===== src/rtl/posit_div_seq_pkg.sv =====
// Shared definitions for the posit<32,2> sequential divider.
//   - Width constants (NBITS, ES, FHBITS, FBITS, QBITS) and the NaR pattern.
//   - FSM state encoding (div_state_t) as plain 2-bit constants.
//   - posit_value_t: decoded operand; value_quotient: input bundle of the packer.
//   - posit_extract(): posit -> {sign, scale, fraction, inf, zero}.
package posit_div_seq_pkg;

  localparam int NBITS  = 32;
  localparam int ES     = 2;
  localparam int FHBITS = NBITS - ES;   // hidden bit + fraction field
  localparam int FBITS  = FHBITS - 1;   // fraction field, left aligned
  localparam int QBITS  = FHBITS + 2;   // quotient bits, one per DIVIDE cycle

  localparam logic [NBITS-1:0] NAR = {1'b1, {(NBITS-1){1'b0}}};

  typedef logic [1:0] div_state_t;
  localparam div_state_t IDLE       = 2'd0;
  localparam div_state_t DIVIDE     = 2'd1;
  localparam div_state_t NORM_ROUND = 2'd2;
  localparam div_state_t DONE       = 2'd3;

  // scale is a two's complement value of regime*2^ES + exponent
  typedef struct packed {
    logic             sgn;
    logic [8:0]       scale;
    logic [FBITS-1:0] fraction;
    logic             inf;
    logic             zero;
  } posit_value_t;

  typedef struct packed {
    logic             sgn;
    logic [8:0]       scale;
    logic [QBITS-2:0] fraction;   // bits below the hidden one
    logic             sticky;
    logic             inf;
    logic             zero;
  } value_quotient;

  function automatic posit_value_t posit_extract(input logic [NBITS-1:0] x);
    posit_value_t     v;
    logic [NBITS-2:0] body;
    logic [NBITS-2:0] rest;
    logic [5:0]       run;
    logic             stop;
    logic [ES-1:0]    expo;
    v      = '0;
    v.sgn  = x[NBITS-1];
    v.zero = (x == '0);
    v.inf  = (x == NAR);
    // Magnitude: two's complement of the low bits when negative.
    body = x[NBITS-1] ? (~x[NBITS-2:0] + (NBITS-1)'(1)) : x[NBITS-2:0];
    // Length of the regime run (identical bits starting at the MSB).
    run  = 6'd1;
    stop = 1'b0;
    for (int i = NBITS - 3; i >= 0; i--) begin
      if (!stop && body[i] == body[NBITS-2]) run = run + 6'd1;
      else stop = 1'b1;
    end
    // Drop the run and its terminator; exponent then fraction follow.
    rest       = body << (run + 6'd1);
    expo       = rest[NBITS-2 -: ES];
    v.fraction = rest[FBITS-1:0];
    if (body[NBITS-2]) v.scale = {1'b0, run - 6'd1, expo};
    else               v.scale = 9'd0 - {1'b0, run, 2'b00} + {7'd0, expo};
    return v;
  endfunction

endpackage


===== src/rtl/posit_div_seq_if.sv =====
// Request/response bundle of the posit divider.
//   master: start, in1 (dividend), in2 (divisor) out; result, inf, zero, done, busy in.
//   slave : the reverse, used by the divider itself.
interface posit_div_seq_if;
  import posit_div_seq_pkg::*;

  logic             start;
  logic [NBITS-1:0] in1;
  logic [NBITS-1:0] in2;
  logic [NBITS-1:0] result;
  logic             inf;
  logic             zero;
  logic             done;
  logic             busy;

  modport master (output start, in1, in2, input result, inf, zero, done, busy);
  modport slave  (input start, in1, in2, output result, inf, zero, done, busy);
endinterface


===== src/rtl/posit_div_seq_round_pack.sv =====
// Combinational posit packer: sign, scale, fraction, sticky -> 32-bit posit.
//   vq    : value to encode (inf/zero flags force NaR/zero).
//   posit : encoded result, round to nearest even, saturating at
//           maxpos/minpos so a finite nonzero value never becomes 0 or NaR.
module posit_div_seq_round_pack
  import posit_div_seq_pkg::*;
(
  input  value_quotient    vq,
  output logic [NBITS-1:0] posit
);

  localparam logic signed [8:0] MAX_SCALE = 9'sd120;

  logic signed [6:0] regime;
  logic [ES-1:0]     expo;
  logic [6:0]        shamt;
  logic [71:0]       pat;
  logic [71:0]       shifted;
  logic [NBITS-2:0]  body;
  logic [NBITS-2:0]  mag;
  logic              guard;
  logic              sticky_all;
  logic              round_up;

  // NOTE: every variable gets a value at the top of the block so no path
  // leaves one unassigned, which would otherwise infer a latch.
  always_comb begin
    posit  = '0;
    mag    = '0;
    regime = 7'($signed(vq.scale) >>> ES);
    expo   = vq.scale[ES-1:0];
    // Seed "10" (positive regime) or "01" (negative) and sign-extend it
    // by the run length; ~regime equals -regime-1 for negative regimes.
    shamt   = regime[6] ? ~regime : regime;
    pat     = {regime[6] ? 2'b01 : 2'b10, expo, vq.fraction, 37'd0};
    shifted = $signed(pat) >>> shamt;
    body       = shifted[71:41];
    guard      = shifted[40];
    sticky_all = (|shifted[39:0]) | vq.sticky;
    round_up   = guard & (body[0] | sticky_all);
    if (vq.inf) begin
      posit = NAR;
    end else if (vq.zero) begin
      posit = '0;
    end else begin
      if ($signed(vq.scale) > MAX_SCALE)       mag = '1;
      else if ($signed(vq.scale) < -MAX_SCALE) mag = (NBITS-1)'(1);
      else                                     mag = body + (NBITS-1)'(round_up);
      posit = vq.sgn ? {1'b1, ~mag + (NBITS-1)'(1)} : {1'b0, mag};
    end
  end

endmodule


===== src/rtl/posit_div_seq.sv =====
// Iterative posit<32,2> divider, result = in1 / in2.
//   clk   : clock, rising edge.
//   reset : synchronous, active high; aborts any division in flight.
//   bus   : slave side of posit_div_seq_if (start/in1/in2 in,
//           result/inf/zero/done/busy out).
// One restoring quotient bit per DIVIDE cycle, then one NORM_ROUND cycle;
// done pulses one cycle after that. NaR/zero operands finish in one cycle.
// Build option: POSIT_DIV_EARLY_TERM_EN ends DIVIDE as soon as the
// remainder is exactly zero (same result bits, shorter latency).
module posit_div_seq
  import posit_div_seq_pkg::*;
(
  input  logic           clk,
  input  logic           reset,
  posit_div_seq_if.slave bus
);

  div_state_t        state;
  posit_value_t      a;
  posit_value_t      b;
  logic              sign_q;
  logic signed [8:0] scale_q;
  logic [FHBITS:0]   rem;        // one spare bit: rem < 2*div between steps
  logic [FHBITS-1:0] div;
  logic [QBITS-1:0]  q;
  logic [5:0]        cnt;
  logic              ge;
  logic [FHBITS:0]   rem_next;
  logic [QBITS-1:0]  q_next;
  value_quotient     vq;
  logic [NBITS-1:0]  packed_q;

  assign a = posit_extract(bus.in1);
  assign b = posit_extract(bus.in2);

  assign ge       = (rem >= {1'b0, div});
  assign rem_next = ge ? ((rem - {1'b0, div}) << 1) : (rem << 1);
  assign q_next   = {q[QBITS-2:0], ge};

  // Quotient of two [1,2) significands lies in (0.5,2): at most one
  // normalising shift. The bit shifted in is zero; any nonzero tail is
  // still visible to rounding through the remainder sticky.
  always_comb begin
    vq     = '0;
    vq.sgn = sign_q;
    if (q[QBITS-1]) begin
      vq.scale    = scale_q;
      vq.fraction = q[QBITS-2:0];
    end else begin
      vq.scale    = scale_q - 9'sd1;
      vq.fraction = {q[QBITS-3:0], 1'b0};
    end
    vq.sticky = |rem;
  end

  posit_div_seq_round_pack u_round_pack (
    .vq    (vq),
    .posit (packed_q)
  );

  assign bus.busy = (state == DIVIDE) || (state == NORM_ROUND);
  assign bus.done = (state == DONE);

  // NOTE: state is updated with non-blocking assignments so every register
  // in this block sees the values from before the edge, matching hardware.
  // NOTE: only control and visible outputs are reset; the datapath
  // registers are always loaded at accept before they are read.
  always_ff @(posedge clk) begin
    if (reset) begin
      state      <= IDLE;
      bus.result <= '0;
      bus.inf    <= 1'b0;
      bus.zero   <= 1'b0;
    end else begin
      case (state)
        IDLE: begin
          if (bus.start) begin
            sign_q  <= a.sgn ^ b.sgn;
            scale_q <= a.scale - b.scale;
            rem     <= {1'b0, 1'b1, a.fraction};
            div     <= {1'b1, b.fraction};
            q       <= '0;
            cnt     <= '0;
            if (a.inf || b.inf || b.zero) begin
              bus.result <= NAR;
              bus.inf    <= 1'b1;
              bus.zero   <= 1'b0;
              state      <= DONE;
            end else if (a.zero) begin
              bus.result <= '0;
              bus.inf    <= 1'b0;
              bus.zero   <= 1'b1;
              state      <= DONE;
            end else begin
              state <= DIVIDE;
            end
          end
        end
        DIVIDE: begin
          rem <= rem_next;
          cnt <= cnt + 6'd1;
`ifdef POSIT_DIV_EARLY_TERM_EN
          if (rem_next == '0) begin
            // Every remaining quotient bit would be zero.
            q     <= q_next << (6'(QBITS - 1) - cnt);
            state <= NORM_ROUND;
          end else begin
            q <= q_next;
            if (cnt == 6'(QBITS - 1)) state <= NORM_ROUND;
          end
`else
          q <= q_next;
          if (cnt == 6'(QBITS - 1)) state <= NORM_ROUND;
`endif
        end
        NORM_ROUND: begin
          bus.result <= packed_q;
          bus.inf    <= 1'b0;
          bus.zero   <= 1'b0;
          state      <= DONE;
        end
        default: state <= IDLE;  // DONE: start is ignored here
      endcase
    end
  end

endmodule


===== src/flat_wrapper.sv =====
// flat-port wrapper written by rule: the top's interface ports become plain ports
module posit_div_seq_flat import posit_div_seq_pkg::*;
  (clk, reset, bus_start, bus_in1, bus_in2, bus_result, bus_inf, bus_zero, bus_done, bus_busy);
  posit_div_seq_if bus_i ();
  input  logic clk;
  input  logic reset;
  input wire logic [$bits(bus_i.start)-1:0] bus_start;
  input wire logic [$bits(bus_i.in1)-1:0] bus_in1;
  input wire logic [$bits(bus_i.in2)-1:0] bus_in2;
  output wire logic [$bits(bus_i.result)-1:0] bus_result;
  output wire logic [$bits(bus_i.inf)-1:0] bus_inf;
  output wire logic [$bits(bus_i.zero)-1:0] bus_zero;
  output wire logic [$bits(bus_i.done)-1:0] bus_done;
  output wire logic [$bits(bus_i.busy)-1:0] bus_busy;
  assign bus_i.start = bus_start;
  assign bus_i.in1 = bus_in1;
  assign bus_i.in2 = bus_in2;
  assign bus_result = bus_i.result;
  assign bus_inf = bus_i.inf;
  assign bus_zero = bus_i.zero;
  assign bus_done = bus_i.done;
  assign bus_busy = bus_i.busy;
  posit_div_seq u_core (.clk(clk), .reset(reset), .bus(bus_i));
endmodule

===== config.mk =====
export PLATFORM = sky130hd
export DESIGN_NAME = posit_div_seq_flat
export DESIGN_NICKNAME = d
export VERILOG_FILES = /design/src/rtl/posit_div_seq_pkg.sv /design/src/rtl/posit_div_seq_if.sv /design/src/rtl/posit_div_seq_round_pack.sv /design/src/rtl/posit_div_seq.sv /design/src/flat_wrapper.sv
export SDC_FILE = /design/constraint.sdc
export NUM_CORES = 1
export LEC_CHECK = 0
export BUFFER_PORTS_ARGS = -buffer_cell sky130_fd_sc_hd__buf_2
export CAP_MARGIN = 10
export CORE_AREA = 8 8 272 274
export CTS_BUF_LIST = sky130_fd_sc_hd__clkbuf_2 sky130_fd_sc_hd__clkbuf_4 sky130_fd_sc_hd__clkbuf_8
export DETAILED_ROUTE_END_ITERATION = 16
export DIE_AREA = 0 0 280 282
export SYNTH_ARGS = -nofsm -noshare
export SYNTH_HDL_FRONTEND = slang
export SYNTH_SLANG_ARGS = --single-unit
export TNS_END_PERCENT = 30

===== constraint.sdc =====
create_clock -name clk -period 27.9 [get_ports clk]
set_input_delay 4.185 -clock clk [delete_from_list [all_inputs] [get_ports clk]]
set_output_delay 4.185 -clock clk [all_outputs]
set_load 0.05 [all_outputs]

* Yosys cells after proc, flatten, opt, wreduce, memory -nomap -nowiden *
Index checks and enable logic that the tools add are counted.

storage, ports and cells
  output and inout port bits = 36
  logic and storage cells = 448
  input port bits = 67
  register bits = 144

operators by class
  mux-type cells = 152
  shifts and indexed selects = 3
  bitwise logic cells = 9
  equal/unequal tests = 69
  reduce and logical (&&, ||, !) cells = 128
  add/sub/neg operators = 74
  $lt $le $gt $ge = 3

operators with widths
  operator                                        count
  adder 6 x 1 -> 6 bit (second input constant)    60
  two-way mux 6 bit                               59
  two-way mux 31 bit                              6
  two-way mux 32 bit                              5
  case mux 32 bit (2 select lines)                2
  adder 31 x 1 -> 31 bit (second input constant)  3
  NOT 31 bit                                      3
  >>> shifter 72 x 7 -> 72 bit                    1
  equality test 32 bit (second input constant)    2
  logical NOT 32 bit                              2
  two-way mux 1 bit                               64
  case mux 31 bit (2 select lines)                1
  << shifter 31 x 6 -> 31 bit                     2
  equality test 1 bit                             60
  logical AND 1 bit                               58
  logical NOT 1 bit                               56
  two-way mux 40 bit                              1
  OR reduction 40 bit                             1
  adder 31 x 1 -> 31 bit                          1
  >= comparator 31 x 30 -> 1 bit                  1
  OR reduction 31 bit                             1
  subtractor 30 bit                               1
  adder 9 x 2 -> 9 bit                            2
  two-way mux 9 bit                               2
  other kinds (27)                                44

* Depth between registers and ports, before layout *
  depth in word-level cells = 95
  gate-level depth with buffers = 113
  gate-level depth less buffers = 108

* Hierarchy *
From an unflattened synthesis, not the netlist that was laid out.

unflattened totals
  cells, all modules = 3873
  area total of the unflattened synthesis = 28701.3 µm²

modules (own cells, without submodules)
  module                    cells an instance  seq. area each (µm²)  instances  area each (µm²)
  posit_div_seq             2741               3963.8                1          21294.2
  posit_div_seq_round_pack  1132               0.0                   1          7407.1

* Worst setup path after synthesis *
Ideal clock, no wire load.

  kind = input -> register
  from = in bus_in2[17]
  to = reg u_core.scale_q[8] (data pin)
  required time = 27631 ps
  cell stages on the path = 108
  buffers on the path = 3
  library setup time = 269 ps
  arrival = 25150 ps
  slack = 2480 ps
  cells stage by stage = or4_1 > clkbuf_1 > or3_1 > buf_2 > o41ai_2 > xnor2_1 > nand2_1 > a2bb2oi_1 > inv_1 > ha_1 > o21ai_0 > nand2_1 > ha_1 > o22ai_1 > inv_1 > ha_1 > a22o_1 > ha_1 > [... 72 more ...] > ha_1 > inv_1 > clkbuf_1 > mux2i_1 > a211oi_1 > a21oi_1 > mux2_1 > nor2_1 > ha_1 > inv_1 > fa_1 > a21o_1 > a21oi_1 > o21bai_1 > a21oi_1 > o21bai_1 > a21oi_1 > xor3_1

on the way
  word-level cells in the longest chain between the ends = 95
  elaborated cells on any way between the ends = 185
  those cells by class = add/sub (35); eq/ne (30); shift (1); mux (61); bitwise (1); reduce/logical (57)

RTL lines
  what                                                           RTL line                 RTL
  start, declared                                                flat_wrapper.sv:9        input wire logic [$bits(bus_i.in2)-1:0] bus_in2;
  NOT 31 bit                                                     posit_div_seq_pkg.sv:52  body = x[NBITS-1] ? (~x[NBITS-2:0] + (NBITS-1)'(1)) : x[NBITS-2:0];
  adder 31 x 1 -> 31 bit                                         posit_div_seq_pkg.sv:52
  two-way mux 31 bit *                                           posit_div_seq_pkg.sv:52
  branches (longest 90 deep; another with adder 6 x 1 -> 6 bit)  --
  two-way mux 9 bit *                                            posit_div_seq_pkg.sv:64  if (body[NBITS-2]) v.scale = {1'b0, run - 6'd1, expo};
  subtractor 9 bit *                                             posit_div_seq.sv:79      scale_q <= a.scale - b.scale;
  end signal, assigned                                           posit_div_seq.sv:79
  end, declared                                                  posit_div_seq.sv:22      logic signed [8:0] scale_q;

Every way passes the cells marked *.
A chain may end at the register's enable or synchronous reset.

* Worst setup path after layout *
Ends and elaborated chain as after synthesis.

==> reports/results.ini <==
[global_routing]
grt_antenna_before_repair=1
global_route.usage.met2_pct=32.8
grt_use_met3_pct=1.75
grt_util_met1_pct=28.6
grt_usage_pct=20.2
grt-ovfl-total=0
grt_max_degree=70
busiest_layer=met2
grt_pass1_vias=24508
grt_first_pass_wirelength_microns=134000

[detailed_routing]
via_per_inst=6.00
postRouteAntennaNets=0
routed_wl_microns=82300
drt_iter0_drc=2373
firstDrtPassIters=6
drc=0
vias=26411
routedWlPerCell_microns=18.7

[final_layout]
drive_above_1_share_pct=12.5
syn_to_final_growth_pct=7.85
final_common_cell=nand2_1
n_fill_cell=7134
finalNetCount=3622
antennaDiodeCount=0
mostFrequentLayoutCells=nand2_1 (321), nor2_1 (314), a21oi_1 (214)
post_layout_nonfiller_instances=4402

[worst_hold_path]
hp-start=u_core.bus.result[26]$_SDFFE_PP0P_
min_path_cells=1
holdPathEnd=u_core.bus.result[26]$_SDFFE_PP0P_
hold_class=flop to flop

[floorplanning]
dieWidth_microns=280
die_y_microns=282
die_area_sq_um=79000
initial_core_util_pct=38.5
core-area_sq_um=69500
ios=103
rows=97

[worst_setup_path]
required_ns=28.13
max_stage_delay_ns=0.67
cp_common_cell=ha_1
reg2reg_depth=28
timing.rr.start=u_core.scale_q[0]$_DFFE_PP_
cp-end-kind=flop
path_max_fanout=13
start_kind=primary input
crit_type=primary input to flop
r2r-end=u_core.bus.result[28]$_SDFFE_PP0P_
arrival_ns=26.65
crit_slowest_cell=or4_1
r2r_slack_ns=19.57

[logic_synthesis]
synth_top_area_cell=edfxtp_1
synth_area_per_cell_sq_um=7.74
synth_top_area_share_pct=12.1
synth_area_leaders=edfxtp_1 (12%), mux2i_1 (7.9%), xnor2_1 (6.0%)
ys_ff_latch=144
syn_inst=3460
yosys_warnings=0
synth_area_sq_um=26800
ys_types=122
synthArstFlopShare_pct=0
synthFlopType=edfxtp_1
synth_edf_count=108
yosysSeqAreaShare_pct=14.8
synthesis.nets=3633

[run_status]
status=finished clean

[timing]
holdWs_ns=0.483
period_minus_slack_ns=26.42
slew_viol_final=0
tightestPinTransition_ns=1.12
clock-skew-final_ns=0.0219
fin_crit_sh_pct=94.7
hold_violations=0
setup-violations-final=0
fmax_ghz=0.0379
finalSetupTns_ns=0
fin_ws_ns=1.48
slew_headroom_pct=24.8

[placed_design]
placedCellCount=4362
port_buffers=102
gp_congestion=0.958
hpwl_microns=64800
place_ws_ns=0.579

[flow_run]
cap_violations=0

[power_and_ir_drop]
power_density_nw_per_um2=86.1
p_leak_uw=0.0109
vdd_drop_max_mv=0.0583

[clock_tree]
cts_made_buffers=17
htreeDepth=4
cts_buffer_depth=2
cts_hold_buf=0
clock_sinks=144
clk_latency_ns=0.50
clkTransAtPathRegs_ns=0.08
cts_tree=done
ctsRootBufferMaster=clkbuf_8

==> synth_stat cells, types with 14 or more instances <==
| cell | n |
|---|---|
| nand2_1 | 321 |
| nor2_1 | 316 |
| a21oi_1 | 217 |
| mux2i_1 | 212 |
| xnor2_1 | 182 |
| o21ai_0 | 155 |
| clkbuf_1 | 136 |
| inv_1 | 115 |
| nor3_1 | 109 |
| edfxtp_1 | 108 |
| ha_1 | 104 |
| xor2_1 | 98 |
| nand3_1 | 93 |
| and2_1 | 92 |
| a211oi_1 | 52 |
| or3_1 | 51 |
| and3_1 | 49 |
| nor4_1 | 47 |
| mux2_2 | 43 |
| nand2b_1 | 43 |
| nand4_1 | 43 |
| mux4_2 | 41 |
| o31ai_1 | 40 |
| a21o_1 | 37 |
| dfxtp_1 | 36 |
| o22ai_1 | 34 |
| a31oi_1 | 33 |
| a22oi_1 | 31 |
| o211ai_1 | 30 |
| or2_2 | 30 |
| nor2b_1 | 29 |
| buf_2 | 27 |
| nor3b_1 | 23 |
| or4_1 | 23 |
| a21boi_0 | 20 |
| buf_1 | 20 |
| o21a_1 | 20 |
| o21ai_1 | 20 |
| nor4b_1 | 16 |
| o32ai_1 | 16 |
| o31a_1 | 15 |
| xnor3_1 | 15 |
| a22o_1 | 14 |
| o41ai_1 | 14 |
==> how the worst max path moves through the flow <==
| stage | startpoint | endpoint | slack [ns] | cells past startpoint |
|---|---|---|---|---|
| after detailed placement | bus_in1[18] | u_core.scale_q[8]$_DFFE_PP_ | 0.58 | 106 |
| after global placement | bus_in1[18] | u_core.scale_q[8]$_DFFE_PP_ | 0.70 | 104 |
| after global routing | bus_in2[17] | u_core.scale_q[8]$_DFFE_PP_ | -0.01 | 108 |
| after floorplan | bus_in2[17] | u_core.scale_q[8]$_DFFE_PP_ | 2.48 | 108 |
| final | bus_in2[17] | u_core.scale_q[8]$_DFFE_PP_ | 1.48 | 107 |
| after CTS | bus_in1[18] | u_core.scale_q[8]$_DFFE_PP_ | 1.03 | 106 |
==> what timing repair did <==
action                                  CTS  global route
endpoints found under the setup margin    0             6
gates resized for setup                   0            25
setup buffers                             0             7
==> routing by layer <==
metal | vias up | routed length, microns
li1 | 12985 | -
met1 | 12627 | 39000
met2 | 711 | 37600
met3 | 88 | 3830
met4 | 0 | 1780
met5 | - | 0
==> flip-flops by register name (all words and copies together) (netlist names) <==
register           count
u_core.bus.result     32
u_core.cnt             6
u_core.div            29
u_core.scale_q         9
u_core.sign_q          1
u_core.state           2
u_core.bus.zero        1
u_core.rem            31
u_core.bus.inf         1
u_core.q              32
==> power by group <==
group	total [uW]	switching, uW	internal (uW)
registers	353	42.2	310
clock network	194	101	93.2
logic	1940	1170	773
total	2490	1310	1180
==> logic make-up (layout without fill, tap and decap cells) <==
kind of cell               count (synthesis)  count (layout)  share of synthesized area, %
xor gates and xnor gates                 315             315                          11.9
adders and majority gates                113             113                          5.27
AOI/OAI and AO/OA                        926             926                          24.3
buffers and inverters                    316             318                          4.81
muxes                                    300             300                          13.3
and+or+nand+nor                         1346            1346                          25.5
DFF                                      144             144                          14.8
==> worst max-delay path: cells and delay by family <==
| kind | cells | cell delay, ns |
|---|---|---|
| AND/OR/NAND/NOR | 20 | 3.34 |
| AO/OA/AOI/OAI | 29 | 4.52 |
| multiplexers | 16 | 3.63 |
| buffers and inverters | 9 | 1.02 |
| XOR/XNOR | 5 | 1.21 |
| adder cells (fa/ha/maj) | 28 | 8.75 |
==> final cells by class <==
type | instances | area (sq um) | area share (%)
Tap cell | 940 | 1180 | 4.07
Inverter | 120 | 454 | 1.57
Multi-Input combinational cell | 3000 | 21800 | 75.6
Clock inverter | 15 | 216 | 0.750
Timing Repair Buffer | 166 | 991 | 3.43
Sequential cell | 144 | 3960 | 13.7
Clock buffer | 17 | 234 | 0.810
==> stage by stage <==
stage	util, %	total power, uW	cell area, sq um
after CTS	41.2	2460	28700
final	41.5	2490	28900
after global routing	41.5	2690	28900
after global placement	40.6	2250	28200
after floorplan	-	1800	26800
after detailed placement	40.6	2250	28200
(Power assumes the default switching activity.)
